[src/rtl/drca_pkg.sv]
// Shared definitions for the digit-serial ripple add/subtract blocks:
// controller states, default widths and a width helper.
package drca_pkg;

    typedef enum logic [1:0] {
        IDLE = 2'd0,
        RUN  = 2'd1,
        DONE = 2'd2
    } state_e;

    localparam int DRCA_N = 8;
    localparam int DRCA_W = 2;

    // ceil(log2(value)), but never less than 1 so single-chunk configs still get a counter bit
    function automatic int clog2_min1(input int value);
        int r;
        r = 0;
        while ((1 << r) < value) r = r + 1;
        if (r < 1) r = 1;
        return r;
    endfunction

endpackage

[src/rtl/rbs_chunk.sv]
// Combinational W-bit ripple-borrow subtractor: {bout, d} = a - b - bin,
// built from one full-subtractor slice per bit.
module rbs_chunk #(
    parameter int W = 2
) (
    input  logic [W-1:0] a,
    input  logic [W-1:0] b,
    input  logic         bin,
    output logic [W-1:0] d,
    output logic         bout
);

    logic [W:0] brw;

    assign brw[0] = bin;

    for (genvar gi = 0; gi < W; gi++) begin : g_slice
        assign d[gi]       = a[gi] ^ b[gi] ^ brw[gi];
        // Borrow out when a=0,b=1, or when a==b and a borrow is already pending
        assign brw[gi + 1] = (~a[gi] & b[gi]) | (~(a[gi] ^ b[gi]) & brw[gi]);
    end

    assign bout = brw[W];

endmodule

[src/rtl/rbs_serial.sv]
// Digit-serial subtractor: D = A - B - Bin, W bits per clock, borrow kept in a
// register between chunks; valid/ready handshakes on both operand and result sides.
module rbs_serial
    import drca_pkg::*;
#(
    parameter int N = DRCA_N,
    parameter int W = DRCA_W
) (
    input  logic         clk,
    input  logic         rst_n,
    input  logic         in_valid,
    output logic         in_ready,
    input  logic [N-1:0] a,
    input  logic [N-1:0] b,
    input  logic         bin,
    output logic         out_valid,
    input  logic         out_ready,
    output logic [N-1:0] d,
    output logic         bout,
    output logic         v,
    output logic         z
);

    if ((W < 1) || (N % W != 0)) begin : g_bad_width
        $error("rbs_serial: N must be a non-zero multiple of W");
    end

    localparam int            NCH  = N / W;
    localparam int            IW   = clog2_min1(NCH);
    localparam logic [IW-1:0] LAST = IW'(NCH - 1);

    state_e        state_q;
    logic [IW-1:0] idx_q;
    logic          borrow_q;
    logic [N-1:0]  a_q;
    logic [N-1:0]  b_q;
    logic [N-1:0]  diff_q;
    logic          bout_q;
    logic          v_q;
    logic          z_q;

    logic [W-1:0]  chunk_a;
    logic [W-1:0]  chunk_b;
    logic [W-1:0]  chunk_d;
    logic          chunk_bout;
    logic [N-1:0]  diff_d;

    always_comb begin
        chunk_a = a_q[idx_q * W +: W];
        chunk_b = b_q[idx_q * W +: W];
    end

    rbs_chunk #(.W(W)) u_chunk (
        .a    (chunk_a),
        .b    (chunk_b),
        .bin  (borrow_q),
        .d    (chunk_d),
        .bout (chunk_bout)
    );

    // Full difference as it will look after this chunk is written; the flags need it on the last chunk
    always_comb begin
        diff_d = diff_q;
        diff_d[idx_q * W +: W] = chunk_d;
    end

    always_ff @(posedge clk or negedge rst_n) begin
        if (!rst_n) begin
            state_q  <= IDLE;
            idx_q    <= '0;
            borrow_q <= 1'b0;
            a_q      <= '0;
            b_q      <= '0;
            diff_q   <= '0;
            bout_q   <= 1'b0;
            v_q      <= 1'b0;
            z_q      <= 1'b0;
        end else begin
            case (state_q)
                IDLE: begin
                    if (in_valid) begin
                        a_q      <= a;
                        b_q      <= b;
                        borrow_q <= bin;
                        idx_q    <= '0;
                        diff_q   <= '0;
                        state_q  <= RUN;
                    end
                end
                RUN: begin
                    diff_q   <= diff_d;
                    borrow_q <= chunk_bout;
                    if (idx_q == LAST) begin
                        state_q <= DONE;
                        idx_q   <= '0;
                        bout_q  <= chunk_bout;
                        z_q     <= (diff_d == '0);
                        v_q     <= (a_q[N-1] != b_q[N-1]) && (diff_d[N-1] != a_q[N-1]);
                    end else begin
                        idx_q <= idx_q + 1'b1;
                    end
                end
                DONE: begin
                    if (out_ready) state_q <= IDLE;
                end
                default: state_q <= IDLE;
            endcase
        end
    end

    assign in_ready  = (state_q == IDLE);
    assign out_valid = (state_q == DONE);
    assign d         = diff_q;
    assign bout      = bout_q;
    assign v         = v_q;
    assign z         = z_q;

endmodule

[config.mk]
export PLATFORM = sky130hd
export DESIGN_NAME = rbs_serial
export DESIGN_NICKNAME = d
export VERILOG_FILES = /design/src/rtl/drca_pkg.sv /design/src/rtl/rbs_chunk.sv /design/src/rtl/rbs_serial.sv
export SDC_FILE = /design/constraint.sdc
export NUM_CORES = 1
export LEC_CHECK = 0
export ABC_CLOCK_PERIOD_IN_PS = 3100
export CORE_UTILIZATION = 45
export CTS_CLUSTER_SIZE = 20
export DETAILED_ROUTE_END_ITERATION = 10
export HOLD_SLACK_MARGIN = 0.06
export PLACE_DENSITY = 0.72
export SLEW_MARGIN = 20
export SYNTH_ARGS = -nofsm -noshare
export SYNTH_HDL_FRONTEND = slang
export SYNTH_SLANG_ARGS = --single-unit
[constraint.sdc]
create_clock -name clk -period 3.1 [get_ports clk]
set_input_delay 0.775 -clock clk [delete_from_list [all_inputs] [get_ports clk]]
set_output_delay 0.775 -clock clk [all_outputs]
set_load 0.03 [all_outputs]
==> results of run 1 <==
==> cells in the final DEF (no fill, tap or decap), types with 2 or more instances in the layout <==
cell	count
nand2_1	54
o21ai_0	9
a31oi_1	4
and4bb_2	2
clkdlybuf4s50_1	33
nand3_1	10
mux4_2	4
ha_1	6
clkbuf_4	5
nor2b_1	6
buf_4	3
o31ai_1	3
and2b_2	2
nand4_1	2
inv_1	4
nor2_1	3
mux2i_1	4
fa_1	2
dfrtp_1	32
nand2b_1	2
==> power by group through the flow <==
stage,Combinational [mW],Clock (mW),Sequential [mW]
after floorplan,0.842,0,0.863
after global routing,1.49,0.253,0.798
after global placement,1.31,0,0.765
final,1.33,0.224,0.767
after detailed placement,1.34,0,0.776
after CTS,1.34,0.230,0.769
==> cell type report <==
class	count	area, um^2	area share (%)
Timing Repair Buffer	36	352.8	17.08
Inverter	4	15.01	0.7268
Tap cell	46	57.56	2.786
Clock buffer	6	41.29	1.999
Sequential cell	32	800.8	38.76
Clock inverter	1	5.005	0.2423
Multi-Input combinational cell	122	793.3	38.40
==> through the flow <==
step           utilization (%)  area (um^2)  hold slack [ns]  worst slack [ns]  instances
2_1_floorplan                -         1639           0.4403            0.1026        165
5_1_grt                  60.48         2066           0.5115           0.06965        247
3_5_place_dp             59.12         2019           0.4633            0.2645        240
4_1_cts                  60.48         2066           0.4880            0.2270        247
3_3_place_gp             59.12         2019           0.4591            0.3296        240
6_report                 60.48         2066           0.4783            0.2326        247
==> cells by family after synthesis <==
group | after synthesis | synth area share [%]
buffers and inverters | 11 | 2.747
adder cells (fa/ha/maj) | 8 | 7.023
AND/OR/NAND/NOR | 86 | 25.34
AO/OA/AOI/OAI | 19 | 7.404
flip-flops | 32 | 48.86
multiplexers | 9 | 8.626
==> tightest hold or removal path, stage by stage, from the launching register on <==
cell and delay [ns]:
dfrtp_1 0.35, nand2_1 0.05, nand2_1 0.05
==> registers in the layout, indices dropped and copies added, names as in the netlist <==
name	count
a_q	8
b_q	8
d	8
idx_q	2
state_q	2
borrow_q	1
bout	1
v	1
z	1
==> worst min path at each step <==
| stage | to | slack, ns | start |
|---|---|---|---|
| floorplan | a_q[4] | 0.44 | a_q[4] |
| global placement | a_q[5] | 0.46 | a_q[5] |
| detailed placement | a_q[5] | 0.46 | a_q[5] |
| CTS | a_q[5] | 0.49 | a_q[5] |
| global route | b_q[4] | 0.51 | b_q[4] |
| finish | a_q[5] | 0.48 | a_q[5] |
==> synthesized netlist by cell type <==
master | n | area [um^2]
a21oi_1 | 1 | 5.000
a22oi_1 | 1 | 7.510
a31oi_1 | 4 | 25.02
a41oi_2 | 1 | 16.27
and2_1 | 1 | 6.260
and2b_2 | 2 | 17.52
and4bb_2 | 2 | 25.02
buf_2 | 3 | 15.01
clkbuf_1 | 4 | 15.01
dfrtp_1 | 32 | 800.8
fa_1 | 2 | 40.04
ha_1 | 6 | 75.07
inv_1 | 4 | 15.01
mux2_2 | 1 | 11.26
mux2i_1 | 4 | 40.04
mux4_2 | 4 | 90.09
nand2_1 | 54 | 202.7
nand2b_1 | 2 | 12.51
nand3_1 | 10 | 50.05
nand3b_1 | 1 | 7.510
nand4_1 | 2 | 12.51
nor2_1 | 3 | 11.26
nor2b_1 | 6 | 37.54
nor4b_1 | 1 | 8.760
nor4b_2 | 1 | 15.01
o21ai_0 | 9 | 45.04
o31ai_1 | 3 | 22.52
or3b_1 | 1 | 8.760
==> per-layer routing <==
layer  vias to the layer above  GRT usage [%]  part of all wire (%)
met5                         -              0                     0
met4                         0          8.140                   1.8
met3                         7          5.147                   4.1
met2                        40          34.89                    51
met1                       629          24.73                    43
li1                        632              -                     -
==> qor.txt, run 1 <==
P_leak = 0.9457 nW
Final period util = 92.50%
Total clock sinks = 32
Syn. warnings = 0
Clock insertion delay at the later pin of the skew report = 0.34 ns
Filler Cell Count = 318
Synth cell types = 28
# DRC = 0
Largest net degree at the start of global routing = 33
Synth Area per Inst = 9.934 um^2
GRT overflow = 0
Crit Path Class = reg2reg
Internal = 1.287 mW
Cells after synthesis = 165
Sw frac = 44.59%
Register-to-Register Path Depth = 7
Postcts setup bufs = 0
Comb pwr share = 57.3%
Ant. Diodes = 0
Worst Path Arrival = 3.13 ns
Psw = 1.036 mW
Vias in the first global route = 1391
Top Family by Delay on Critical Path = adder cells
Final #Nets = 230
Die Area = 3888 um^2
Final TNS setup = 0 ns
Tot Pwr = 2.323 mW
Root Driver = clkbuf_4
All-Layer GR Usage = 20.45%
Post-synthesis net count = 194
Seq pwr share = 33.0%
Instance count on the critical path = 7
Critical-path cell list = mux4_2, fa_1, fa_1, nor4b_2, mux2i_1, or3b_1, a41oi_2
Finish-stage setup viols = 0
Clock Skews = 0.01400 ns
Placer's final routability congestion estimate = 0.8575
DRT iter0 DRCs = 58
Die W = 62.35 um
Power Dens Cells = 1125 nW/um^2
Worst Setup SP = idx_q[0]
Outcome = finished clean
Synthesized flop and latch total = 32
WL final = 3359 um
Startpoint Class = flop
Worst hold stages = 2
Number of I/O pins = 34
Fin. max-slew vios = 0
Num CTS Buffers = 5
Worst-Margin Slew = 0.8824 ns
Synth-to-layout area growth = 26.03%
CTS tree = built
Fin crit period = 2.867 ns
Core area = 3416 um^2
Dpl hpwl = 2429 um
Max-cap violation count = 0
Max Root-Sink Buffers = 2
Fmax = 348.7 MHz
Routed length per instance = 13.60 um
Vias = 1308
Initial antenna violation count = 0
Largest stage delay, worst path = 0.54 ns
Port bufs = 33
VDD IR-drop max = 0.3800 mV
TritonRoute pass-1 iters = 4
Most frequent CP cell = fa_1
Die Height = 62.35 um
Register area share after synthesis = 48.85%
Syn Std Cell Area = 1639 um^2
Initial core utilization = 47.99%
Row count = 21
Relative slew slack = 41.03%
CP Data Required Time = 3.36 ns
H-tree levels = 2
Final hold viol count = 0
Power share of the clock group = 9.6%
Critical path destination = v
Clock transition at the registers of the reported paths = 0.11 ns
RR Endpoint = v
R2r setup slk = 0.23 ns
Antenna-violating nets left = 0
RSZ-0062 raised after global routing = false
CTS Hold Bufs = 0
Slowest-stage cell, CP = mux4_2
Share of layout cells above drive strength 1 = 9.950%
Post-CTS Resized = 0
Via/cell ratio = 5.296
Critical-path maximum fanout = 3
Hold Crit Class = reg2reg
Crit end category = flop
Worst r2r src = idx_q[0]
First-pass GRT wire length = 6175 um
Worst Path Buf+Inv = 0
Power figures use the tool's default switching activity.
==> run 2: changes to the inputs <==
--- a/config.mk
+++ b/config.mk
@@ -6,6 +6,7 @@
 export NUM_CORES = 1
 export LEC_CHECK = 0
 export ABC_CLOCK_PERIOD_IN_PS = 3100
+export CORE_MARGIN = 4
 export CORE_UTILIZATION = 45
 export CTS_CLUSTER_SIZE = 20
 export DETAILED_ROUTE_END_ITERATION = 10
==> qor.txt, run 2 (synthesis results as in run 1) <==
Initial antenna violation count = 0
Crit end category = flop
Dpl hpwl = 2457 um
Hold slack = 0.4879 ns
Core area = 3416 um^2
Number of I/O pins = 34
Routed length per instance = 13.30 um
Final hold viol count = 0
CTS tree = built
WL final = 3286 um
Worst-Margin Slew = 0.8417 ns
Die Area = 4672 um^2
Root Driver = clkbuf_4
Num CTS Buffers = 5
Die W = 68.35 um
Worst Path Arrival = 3.14 ns
Ant. Diodes = 0
First-pass GRT wire length = 5609 um
Finish-stage setup viols = 0
RSZ-0062 raised after global routing = false
Met1 Use GR = 18.74%
DRT iter0 DRCs = 62
Max Root-Sink Buffers = 2
Final TNS setup = 0 ns
Outcome = finished clean
H-tree levels = 2
Synth-to-layout area growth = 27.63%
Vias in the first global route = 1317
GR Util met2 = 28.04%
Port bufs = 33
VDD IR-drop max = 0.4571 mV
GRT busiest layer = met2
GRT overflow = 0
Met3 usage = 5.747%
All-Layer GR Usage = 16.19%
Post-CTS Resized = 0
P_leak = 0.9547 nW
Final #Nets = 229
Largest net degree at the start of global routing = 33
Final period util = 93.28%
Power Dens Cells = 1145 nW/um^2
Hold Crit Class = reg2reg
Relative slew slack = 43.75%
Clock transition at the registers of the reported paths = 0.11 ns
Vias = 1275
Crit Path Class = reg2reg
Share of layout cells above drive strength 1 = 10.45%
CTS Hold Bufs = 0
Max-cap violation count = 0
Placer's final routability congestion estimate = 0.8158
# DRC = 0
Postcts setup bufs = 0
Tot Pwr = 2.396 mW
Antenna-violating nets left = 0
Fmax = 345.8 MHz
CP Data Required Time = 3.35 ns
Post-layout util = 61.25%
Commonest non-fill, non-tap cell in the layout = nand2_1
TritonRoute pass-1 iters = 4
Fin crit period = 2.892 ns
Startpoint Class = flop
Fin. max-slew vios = 0
Die Height = 68.35 um
Initial core utilization = 47.99%
Row count = 21
Total clock sinks = 32
Critical-path maximum fanout = 4
Via/cell ratio = 5.162
Most frequent cells in the layout = nand2_1, clkdlybuf4s50_1, dfrtp_1
Clock Skews = 0.01201 ns
Clock insertion delay at the later pin of the skew report = 0.33 ns
## run 2: changes by cell type in the layout (fill, tap and decap cells not counted), sizes merged
cell,change
buf,-1
clkbuf,-1
clkinvlp,+1
bufinv,+1
## run 2: worst paths after layout
kind / start / end / slack, ns / depth (start not counted)
max reg2reg: idx_q[0] / v / 0.21 / 7
min in group asynchronous: rst_n / d[5] / 0.82 / 2
min: b_q[0] / b_q[0] / 0.49 / 2
max in group asynchronous: rst_n / a_q[1] / 1.99 / 2
max: idx_q[0] / v / 0.21 / 7
min reg2reg: b_q[0] / b_q[0] / 0.49 / 2
## run 2: stage by stage
stage               setup WS [ns]  instances  instance area, um^2
detailed placement         0.2247        239                 2012
finish                     0.2084        247                 2092
global route              0.04992        247                 2092
CTS                        0.1901        247                 2092
floorplan                  0.1026        165                 1639
global placement           0.2925        239                 2012
## run 2: final cells by class
class                      instances  area [um^2]
tap                               46        57.56
sequential                        32        800.8
clock buffer                       5        37.54
clock inverter                     3        42.54
inverter                           4        15.01
fill                             291         1324
timing repair buffer              35        345.3
multi-input combinational        122        793.3
## run 2: routing by layer
metal / wire length (um) / up-vias
li1: - / 627
met1: 1432 / 613
met2: 1652 / 33
met3: 175 / 2
met4: 24 / 0
met5: 0 / -
## run 2: report_power, final
part / switching (mW) / total [mW] / internal [mW]
Sequential: 0.145 / 0.761 / 0.616
Combinational: 0.741 / 1.32 / 0.578
Clock: 0.147 / 0.315 / 0.168
## run 2: worst max-delay path, cell delays in order, from the launching register on
cell     delay (ns)
dfrtp_1        0.42
mux4_2         0.53
fa_1           0.39
fa_1           0.49
nor4b_2        0.24
mux2i_1        0.17
or3b_1         0.39
a41oi_2        0.19
==> run 3: changes to the inputs <==
--- a/config.mk
+++ b/config.mk
@@ -12,6 +12,7 @@
 export DETAILED_ROUTE_END_ITERATION = 10
 export HOLD_SLACK_MARGIN = 0.06
 export PLACE_DENSITY = 0.72
+export SKIP_LAST_GASP = 1
 export SLEW_MARGIN = 20
 export SYNTH_ARGS = -nofsm -noshare
 export SYNTH_HDL_FRONTEND = slang
==> results of run 3 <==
Final layout, timing and power as in run 2 (identical DEF).
